## src/rtl/trap_stack_register_bank.sv

```systemverilog
// Register bank with dedicated PC/SP slots and a hardware trap stack for nested
// privileged-mode entry. All outputs are registered, and reads are write-first.
module trap_stack_register_bank #(
    parameter int WORD_SIZE            = 32,
    parameter int REG_COUNT            = 16,
    parameter int ADDR_WIDTH           = 4,
    parameter int PC_REGISTER          = 15,
    parameter int SP_REGISTER          = 14,
    parameter int SYSTEM_CALL_REGISTER = 7,
    parameter int TRAP_DEPTH           = 4,
    parameter int SPECREG_LENGTH       = 4,
    parameter int USER_STACK           = 8191,
    parameter int KERNEL_STACK         = 6143,
    parameter int OS_START             = 2048
) (
    input  logic                                slow_clock,
    input  logic                                reset,
    input  logic                                enable,
    input  logic [2:0]                          control,
    input  logic [ADDR_WIDTH-1:0]               register_source_A,
    input  logic [ADDR_WIDTH-1:0]               register_source_B,
    input  logic [ADDR_WIDTH-1:0]               register_Dest,
    input  logic [WORD_SIZE-1:0]                ALU_result,
    input  logic [WORD_SIZE-1:0]                data_from_memory,
    input  logic [WORD_SIZE-1:0]                new_PC,
    input  logic [WORD_SIZE-1:0]                new_SP,
    input  logic [SPECREG_LENGTH-1:0]           special_register,
    output logic [WORD_SIZE-1:0]                read_data_A,
    output logic [WORD_SIZE-1:0]                read_data_B,
    output logic [WORD_SIZE-1:0]                memory_output,
    output logic [WORD_SIZE-1:0]                current_PC,
    output logic [WORD_SIZE-1:0]                current_SP,
    output logic                                kernel_mode,
    output logic [$clog2(TRAP_DEPTH+1)-1:0]     trap_depth,
    output logic                                trap_overflow,
    output logic                                trap_underflow
);

    localparam int DEPTH_W = $clog2(TRAP_DEPTH + 1);
    localparam logic [ADDR_WIDTH-1:0] PC_IDX  = ADDR_WIDTH'(PC_REGISTER);
    localparam logic [ADDR_WIDTH-1:0] SP_IDX  = ADDR_WIDTH'(SP_REGISTER);
    localparam logic [ADDR_WIDTH-1:0] SYS_IDX = ADDR_WIDTH'(SYSTEM_CALL_REGISTER);
    localparam logic [DEPTH_W-1:0]    DEPTH_MAX = DEPTH_W'(TRAP_DEPTH);

    typedef logic [WORD_SIZE-1:0] bank_t [REG_COUNT];

    bank_t                  bank;
    bank_t                  bank_nx;
    logic [WORD_SIZE-1:0]   frame_pc [TRAP_DEPTH];
    logic [WORD_SIZE-1:0]   frame_sp [TRAP_DEPTH];
    logic [DEPTH_W-1:0]     depth_nx;
    logic                   ovf_nx;
    logic                   unf_nx;
    logic                   push;
    logic                   rd_en;
    logic                   rd_ok;
    logic [WORD_SIZE-1:0]   rd_val;

    function automatic logic [WORD_SIZE-1:0] read_reg(input bank_t regs,
                                                      input logic [ADDR_WIDTH-1:0] idx);
        if (int'(idx) < REG_COUNT)
            return regs[idx];
        return '0;
    endfunction

    always_comb begin
        bank_nx  = bank;
        depth_nx = trap_depth;
        ovf_nx   = trap_overflow;
        unf_nx   = trap_underflow;
        push     = 1'b0;
        rd_en    = 1'b0;
        rd_val   = '0;
        rd_ok    = (int'(register_Dest) < REG_COUNT) &&
                   (register_Dest != PC_IDX) && (register_Dest != SP_IDX);

        case (control)
            3'd1:    begin rd_en = 1'b1; rd_val = ALU_result; end
            3'd2:    begin rd_en = 1'b1; rd_val = data_from_memory; end
            3'd5:    begin rd_en = 1'b1; rd_val = WORD_SIZE'(special_register); end
            default: begin rd_en = 1'b0; rd_val = '0; end
        endcase

        if (enable) begin
            case (control)
                3'd3: begin
                    if (trap_depth < DEPTH_MAX) begin
                        push             = 1'b1;
                        bank_nx[PC_IDX]  = WORD_SIZE'(OS_START);
                        // Only the outermost trap switches stacks; nested traps stay on the kernel stack.
                        if (trap_depth == '0)
                            bank_nx[SP_IDX] = WORD_SIZE'(KERNEL_STACK);
                        bank_nx[SYS_IDX] = ALU_result;
                        depth_nx         = trap_depth + 1'b1;
                    end else begin
                        ovf_nx = 1'b1;
                    end
                end
                3'd4: begin
                    if (trap_depth != '0) begin
                        bank_nx[PC_IDX] = frame_pc[trap_depth - 1'b1];
                        bank_nx[SP_IDX] = frame_sp[trap_depth - 1'b1];
                        depth_nx        = trap_depth - 1'b1;
                    end else begin
                        unf_nx = 1'b1;
                    end
                end
                default: begin
                    bank_nx[PC_IDX] = new_PC;
                    bank_nx[SP_IDX] = new_SP;
                    if (rd_en && rd_ok)
                        bank_nx[register_Dest] = rd_val;
                end
            endcase
        end
    end

    // commit stage: bank, trap stack and registered read outputs share one edge
    always_ff @(posedge slow_clock or negedge reset) begin
        if (!reset) begin
            for (int i = 0; i < REG_COUNT; i++)
                bank[i] <= (i == SP_REGISTER) ? WORD_SIZE'(USER_STACK) : '0;
            for (int i = 0; i < TRAP_DEPTH; i++) begin
                frame_pc[i] <= '0;
                frame_sp[i] <= '0;
            end
            trap_depth     <= '0;
            trap_overflow  <= 1'b0;
            trap_underflow <= 1'b0;
            kernel_mode    <= 1'b0;
            read_data_A    <= '0;
            read_data_B    <= '0;
            memory_output  <= '0;
            current_PC     <= '0;
            current_SP     <= WORD_SIZE'(USER_STACK);
        end else begin
            bank <= bank_nx;
            if (push) begin
                frame_pc[trap_depth] <= bank[PC_IDX];
                frame_sp[trap_depth] <= bank[SP_IDX];
            end
            trap_depth     <= depth_nx;
            trap_overflow  <= ovf_nx;
            trap_underflow <= unf_nx;
            kernel_mode    <= (depth_nx != '0);
            read_data_A    <= read_reg(bank_nx, register_source_A);
            read_data_B    <= read_reg(bank_nx, register_source_B);
            memory_output  <= read_reg(bank_nx, register_Dest);
            current_PC     <= bank_nx[PC_IDX];
            current_SP     <= bank_nx[SP_IDX];
        end
    end

endmodule

```

## config.mk

```make
export PLATFORM = sky130hd
export DESIGN_NAME = trap_stack_register_bank
export DESIGN_NICKNAME = d
export VERILOG_FILES = /design/src/rtl/trap_stack_register_bank.sv
export SDC_FILE = /design/constraint.sdc
export NUM_CORES = 2
export LEC_CHECK = 0
export ABC_AREA = 1
export BUFFER_PORTS_ARGS = -buffer_cell sky130_fd_sc_hd__buf_2
export CAP_MARGIN = 40
export CORE_MARGIN = 2
export CORE_UTILIZATION = 45
export DETAILED_ROUTE_END_ITERATION = 10
export GPL_ROUTABILITY_DRIVEN = 1
export PLACE_DENSITY = 0.72
export SLEW_MARGIN = 25
export SYNTH_ARGS = -nofsm -noshare
export SYNTH_HDL_FRONTEND = slang
export SYNTH_SLANG_ARGS = --single-unit
```

## constraint.sdc

```tcl
create_clock -name slow_clock -period 3.5 [get_ports slow_clock]
set_input_delay 1.05 -clock slow_clock [delete_from_list [all_inputs] [get_ports slow_clock]]
set_output_delay 1.05 -clock slow_clock [all_outputs]
set_load 0.03 [all_outputs]
```

=== Yosys cells after proc, flatten, opt, wreduce, memory -nomap -nowiden ===
Cells that the tools add are included.

* Add/sub/neg operators: 2
* Order comparisons: 8
* Eq/ne operators: 7
* Mux-type cells: 41
* Bitwise logic cells: 7
* Reduce and logical (&&, ||, !) cells: 11

{| class="wikitable"
|+ Operator list
! cell !! number
|-
| $mux W512 || 2
|-
| $bwmux W512 || 1
|-
| $mux W32 || 14
|-
| $bmux W32 S4 || 3
|-
| $bwmux W128 || 2
|-
| $mux W224 || 1
|-
| $mux W192 || 1
|-
| $bmux W32 S2 || 2
|-
| $demux W32 S4 || 1
|-
| $mux W64 || 2
|-
| $pmux W64 S2 || 1
|-
| $pmux W32 S3 || 1
|-
| $demux W32 S2 || 1
|-
| $pmux W32 S2 || 1
|-
| $ge A5 B5 Y1 const B || 3
|-
| $not A4 Y5 || 3
|-
| $mux W3 || 3
|-
| $ge A4 B3 Y1 const B || 2
|-
| $ne A4 B4 Y1 const B || 2
|-
| $not A3 Y4 || 2
|-
| $eq A3 B2 Y1 const B || 2
|-
| $eq A3 B3 Y1 const B || 2
|-
| $pmux W3 S2 || 1
|-
| $reduce_and A3 Y1 || 2
|-
| other kinds (13) || 21
|}

* Flip-flop bits (word level): 870
* Input bits: 150
* Output and inout port bits: 166
* Word-level logic and storage cells: 107

=== Logic depth before layout (Yosys ltp) ===
* Depth after elaboration: 12
* Gate-level depth with buffers: 20
* Depth with buffers taken out: 16

=== Least setup slack after synthesis ===
No wires, ideal clock.

* Path kind: register to register
* Start point: reg trap_depth[0]
* End point: reg memory_output[30]
* Library setup time: 0.121 ns
* Arrival: 3.065 ns
* Data required time: 3.379 ns
* Setup slack: 0.314 ns
* Stages on the path, launching flop included: 18
* Path buffers: 5
* Clock period less this slack: 3.186 ns
* Cells stage by stage: dfrtp_1 -> clkbuf_1 -> inv_2 -> clkbuf_1 -> buf_1 -> ha_1 -> inv_1 -> clkbuf_1 -> clkbuf_1 -> nand3_1 -> nand3_1 -> nand3_1 -> nand2_1 -> nand3_1 -> nor2_1 -> nor2_1 -> nor2_1 -> nand2_1

{| class="wikitable"
|+ RTL lines
! item !! RTL line !! source
|-
| start, declared || 34 || <nowiki>output logic [$clog2(TRAP_DEPTH+1)-1:0] trap_depth,</nowiki>
|-
| start signal, assigned || 142 || <nowiki>trap_depth <= depth_nx;</nowiki>
|-
| end signal, assigned || 148 || <nowiki>memory_output <= read_reg(bank_nx, register_Dest);</nowiki>
|-
| end, declared || 30 || <nowiki>output logic [WORD_SIZE-1:0] memory_output,</nowiki>
|}

=== Worst setup path after layout ===
* Start point: reg trap_depth[1]
* End point: reg read_data_B[15]

* Longest elaborated chain between the ends: 11
* Elaborated cells between the ends (all ways): 21
* Those cells by class: add/sub: 1; order compare: 1; mux: 16; bitwise: 1; reduce/logical: 2

{| class="wikitable"
|+ RTL lines
! item !! RTL line !! source
|-
| $sub A3 B1 Y3 || 101, 102 ||
|-
| $not A3 Y4 (not written as such) || 101, 102 ||
|-
| $bmux W32 S2 (on tied branches) || 101, 102 ||
|-
| $mux W32 (on tied branches) (2 in a row) || 101, 102 ||
|-
| $mux W64 || 100 || <nowiki>if (trap_depth != '0) begin</nowiki>
|-
| $pmux W64 S2 || 85 || <nowiki>case (control)</nowiki>
|-
| $mux W512 (*) || 84 || <nowiki>if (enable) begin</nowiki>
|-
| $bmux W32 S4 (*) || 62 || <nowiki>return regs[idx];</nowiki>
|-
| $mux W32 (not written as such) (*) (2 in a row) || 62 ||
|-
| end signal, assigned || 147 || <nowiki>read_data_B <= read_reg(bank_nx, register_source_B);</nowiki>
|-
| end, declared || 29 || <nowiki>output logic [WORD_SIZE-1:0] read_data_B,</nowiki>
|}

Every way passes the cells marked *; elsewhere a longest branch is shown, timed or not. The select of a mux whose other input is x is not followed.
A chain may end at the register's enable or synchronous reset.

==> results by group <==
Outcome
  • Outcome: finished clean

Logic synthesis
  • Proportion of synthesized area in mux cells: 0%
  • Syn Nets: 7,901
  • Syn Area/Cell: 6.653 um2
  • Adder-cell area share of the yosys netlist: 0.1214%
  • Compound-cell area share of the yosys netlist: 4.079%
  • Synth unique cells: 35
  • Largest family of logic cells by synthesized area: simple AND/OR/NAND/NOR gates
  • Synth warnings: 0
  • Simple-gate portion of the synthesized area: 46.10%
  • Mapped Cells: 7,746
  • Post-synthesis sequential area ratio: 42.28%
  • XOR/XNOR share of the synthesized area: 0.01700%
  • FF+latch count, synth: 870
  • Cell Area, Synth: 51,530 um2

Placement
  • DP Wirelength: 167.4 mm
  • Port Buffers: 315
  • GPL Wtd Cong: 1.017
  • Dpl cells: 9,610

Worst setup path
  • Worst Setup Path Type: reg -> reg
  • CP top delay family: simple AND/OR/NAND/NOR gates
  • R2R Path Start: trap_depth[1]$_DFF_PN0_
  • Buffers & Inverters on Critical Path: 6
  • Crit-path cells: inv_1, ha_2, inv_1, nor2_1, buf_4, nand3_1, buf_4, nand3_1, buf_12, buf_4, nand2_1, nand4_1, nand3_1, nand3_1, nand3_1, nand2_1
  • Critical path's slowest cell: dfrtp_1
  • Max FO, Critical Path: 13
  • CP startpoint kind: flip-flop
  • Worst Setup SP: trap_depth[1]$_DFF_PN0_
  • Critical Path RT: 4.08 ns
  • Critical path endpoint category: flip-flop
  • Worst EP arrival: 3.80 ns
  • Crit path top cell by count: nand3_1
  • CP peak stage delay: 0.48 ns

Routing
  • Via count: 61,061
  • Antenna viol nets, final: 0
  • Avg Vias per Cell: 6.233
  • # DRC: 0
  • DRT iter0 DRCs: 9,808
  • Drt first pass iters: 9
  • Routed WL: 250.5 mm
  • Routed wire per std cell: 25.57 um

STA
  • Max-slew violations: 0
  • Fin. Hold Viols: 0
  • Setup violators final: 0
  • Clk_skew: 0.02168 ns
  • Max_slew headroom: 44.20%
  • RSZ-0062 raised after global routing: false
  • Max Freq: 310.8 MHz
  • Min Clock Period, post-route: 3.217 ns
  • Final worst-path cycle share: 91.93%
  • Worst-Margin Slew: 0.8370 ns
  • Final hold slack: 0.4104 ns

Layout
  • Commonest non-fill, non-tap cell in the layout: nand2_1
  • Commonest non-fill, non-tap cells in the layout: nand2_1, nand3_1, dfrtp_1, buf_4, o21ai_0
  • Layout cell share with drive strength beyond 1: 14.31%
  • Cell Count, Final, Fillers Out: 9,796
  • Synthesis-to-layout area growth: 21.38%
  • Nets: 8,353

Floorplanning
  • Die W: 342.4 um
  • # rows: 124
  • Initial Util: 45.19%
  • Core Region: 114,000 um2
  • Die height: 342.4 um
  • Die area: 117,200 um2
  • Ports: 316

Clock tree
  • CTS tree: yes
  • Clock latency on the worst-skew pair: 0.71 ns
  • H-tree depth: 3
  • Hold_buf cts: 0
  • Cts bufs inserted: 98
  • Resized cells post-CTS: 0
  • Clock sinks: 870
  • Setup Buffers After CTS: 0
  • CTS clk-pin slew, worst paths: 0.06 ns
  • Clock buffer depth: 3
  • CTS Root Cell: clkbuf_16

Global route
  • GRT Total Usage: 41.79%
  • Number of global-route vias before repair: 56,995
  • Antenna violations before repair: 16
  • Largest net degree at the start of global routing: 136
  • Global-route wire length before repair: 367.0 mm
  • Total gr overflow: 0

Min path
  • Worst min path class: in -> async

Power
  • P per Cell Area: 554.4 nW/um2
  • VDD IR max: 0.0006697 V
  • P_leak: 33.61 nW

Run
  • Maximum Capacitance Violations: 0
## layout make-up
class	instances	area (um2)
flip-flops and latches	870	21790
well taps	1512	1892
repair buffers	954	8245
multi-input cells	5957	26040
inverters	317	1217
clock buffers	144	2868
clock inverters	38	484.2
diodes	4	10.01
fillers	10935	51480
## final timing paths
kind | slack [ns] | endpoint | cells past startpoint
hold reg to reg | 0.48 | frame_sp[104]$_DFFE_PN0P_ | 2
setup / recovery | 0.28 | read_data_B[15]$_DFF_PN0_ | 16
hold / removal | 0.41 | frame_pc[20]$_DFFE_PN0P_ | 1
min in group slow_clock | 0.48 | frame_sp[104]$_DFFE_PN0P_ | 2
setup reg to reg | 0.28 | read_data_B[15]$_DFF_PN0_ | 16
max in group asynchronous | 2.09 | bank[266]$_DFF_PN0_ | 2
## logic make-up (layout without fill, tap and decap cells)
family / Yosys count / after routing
xor+xnor: 1 / 1
buf+inv: 919 / 1453
simple gates: 5543 / 5543
fa+ha+maj: 5 / 5
other cells: 0 / 4
compound gates: 408 / 408
flops: 870 / 870
## sequential cells by signal, summed over array words and instances (netlist names)
signal          count
frame_sp          128
read_data_B        32
trap_overflow       1
read_data_A        32
kernel_mode         1
memory_output      32
bank              512
frame_pc          128
trap_underflow      1
trap_depth          3
## power breakdown
| part | total [mW] | switching (mW) | internal, mW |
|---|---|---|---|
| clock | 11.0 | 4.61 | 6.36 |
| combinational | 10.7 | 7.30 | 3.40 |
| sequential | 13.0 | 1.12 | 11.9 |
## cell usage after synthesis
library cell | number | area, um2
nand2_1 | 3095 | 11620
ha_1 | 5 | 62.56
nand3_1 | 2082 | 10420
a21o_1 | 1 | 7.510
o21bai_1 | 1 | 7.510
buf_4 | 67 | 503.0
buf_1 | 128 | 480.5
or3_1 | 1 | 6.260
nor3_1 | 2 | 10.01
and2_1 | 5 | 31.28
xor2_1 | 1 | 8.760
buf_2 | 94 | 470.5
nor3_2 | 1 | 10.01
nand4_2 | 1 | 12.51
clkinv_1 | 1 | 3.750
dfstp_2 | 13 | 341.6
nand4_1 | 104 | 650.6
o221ai_1 | 1 | 8.760
inv_1 | 300 | 1126
nor2_1 | 235 | 882.1
nand3b_1 | 1 | 7.510
dfrtp_1 | 857 | 21450
a21boi_1 | 1 | 7.510
o21ai_1 | 36 | 180.2
o21a_1 | 1 | 7.510
inv_2 | 16 | 60.06
nor2_2 | 13 | 81.33
o211ai_1 | 10 | 75.07
a21oi_1 | 34 | 170.2
or2_2 | 1 | 6.260
clkbuf_1 | 313 | 1175
o21ai_0 | 314 | 1572
nand3_2 | 2 | 20.02
a31oi_1 | 1 | 6.260
a22oi_1 | 8 | 60.06
## metal layers
metal / vias up / share of wire, % / track usage [%]
met5: - / 0.034 / 0
li1: 26313 / - / -
met3: 1420 / 15 / 12.00
met4: 14 / 10 / 33.67
met1: 28117 / 35 / 52.86
met2: 5197 / 40 / 59.43
## worst reg2reg max path: cells and delay by family (launching register included)
| kind | cells | cell delay [ns] |
|---|---|---|
| buffers and inverters | 6 | 1.02 |
| AND/OR/NAND/NOR | 9 | 1.39 |
| flip-flops | 1 | 0.48 |
| adder cells (fa/ha/maj) | 1 | 0.20 |
## through the flow
step	TNS [ns]	area (um2)	worst slack [ns]	utilization (%)	power, mW
2_1_floorplan	0	51530	0.3141	-	19.15
3_3_place_gp	-0.2446	59160	-0.1772	51.88	23.23
3_5_place_dp	-0.3720	59190	-0.1939	51.90	23.45
4_1_cts	0	62540	0.4460	54.84	34.35
5_1_grt	0	62550	0.2192	54.85	36.05
6_report	0	62550	0.2826	54.85	34.68
Note: power is estimated with default switching activity, not from simulation.
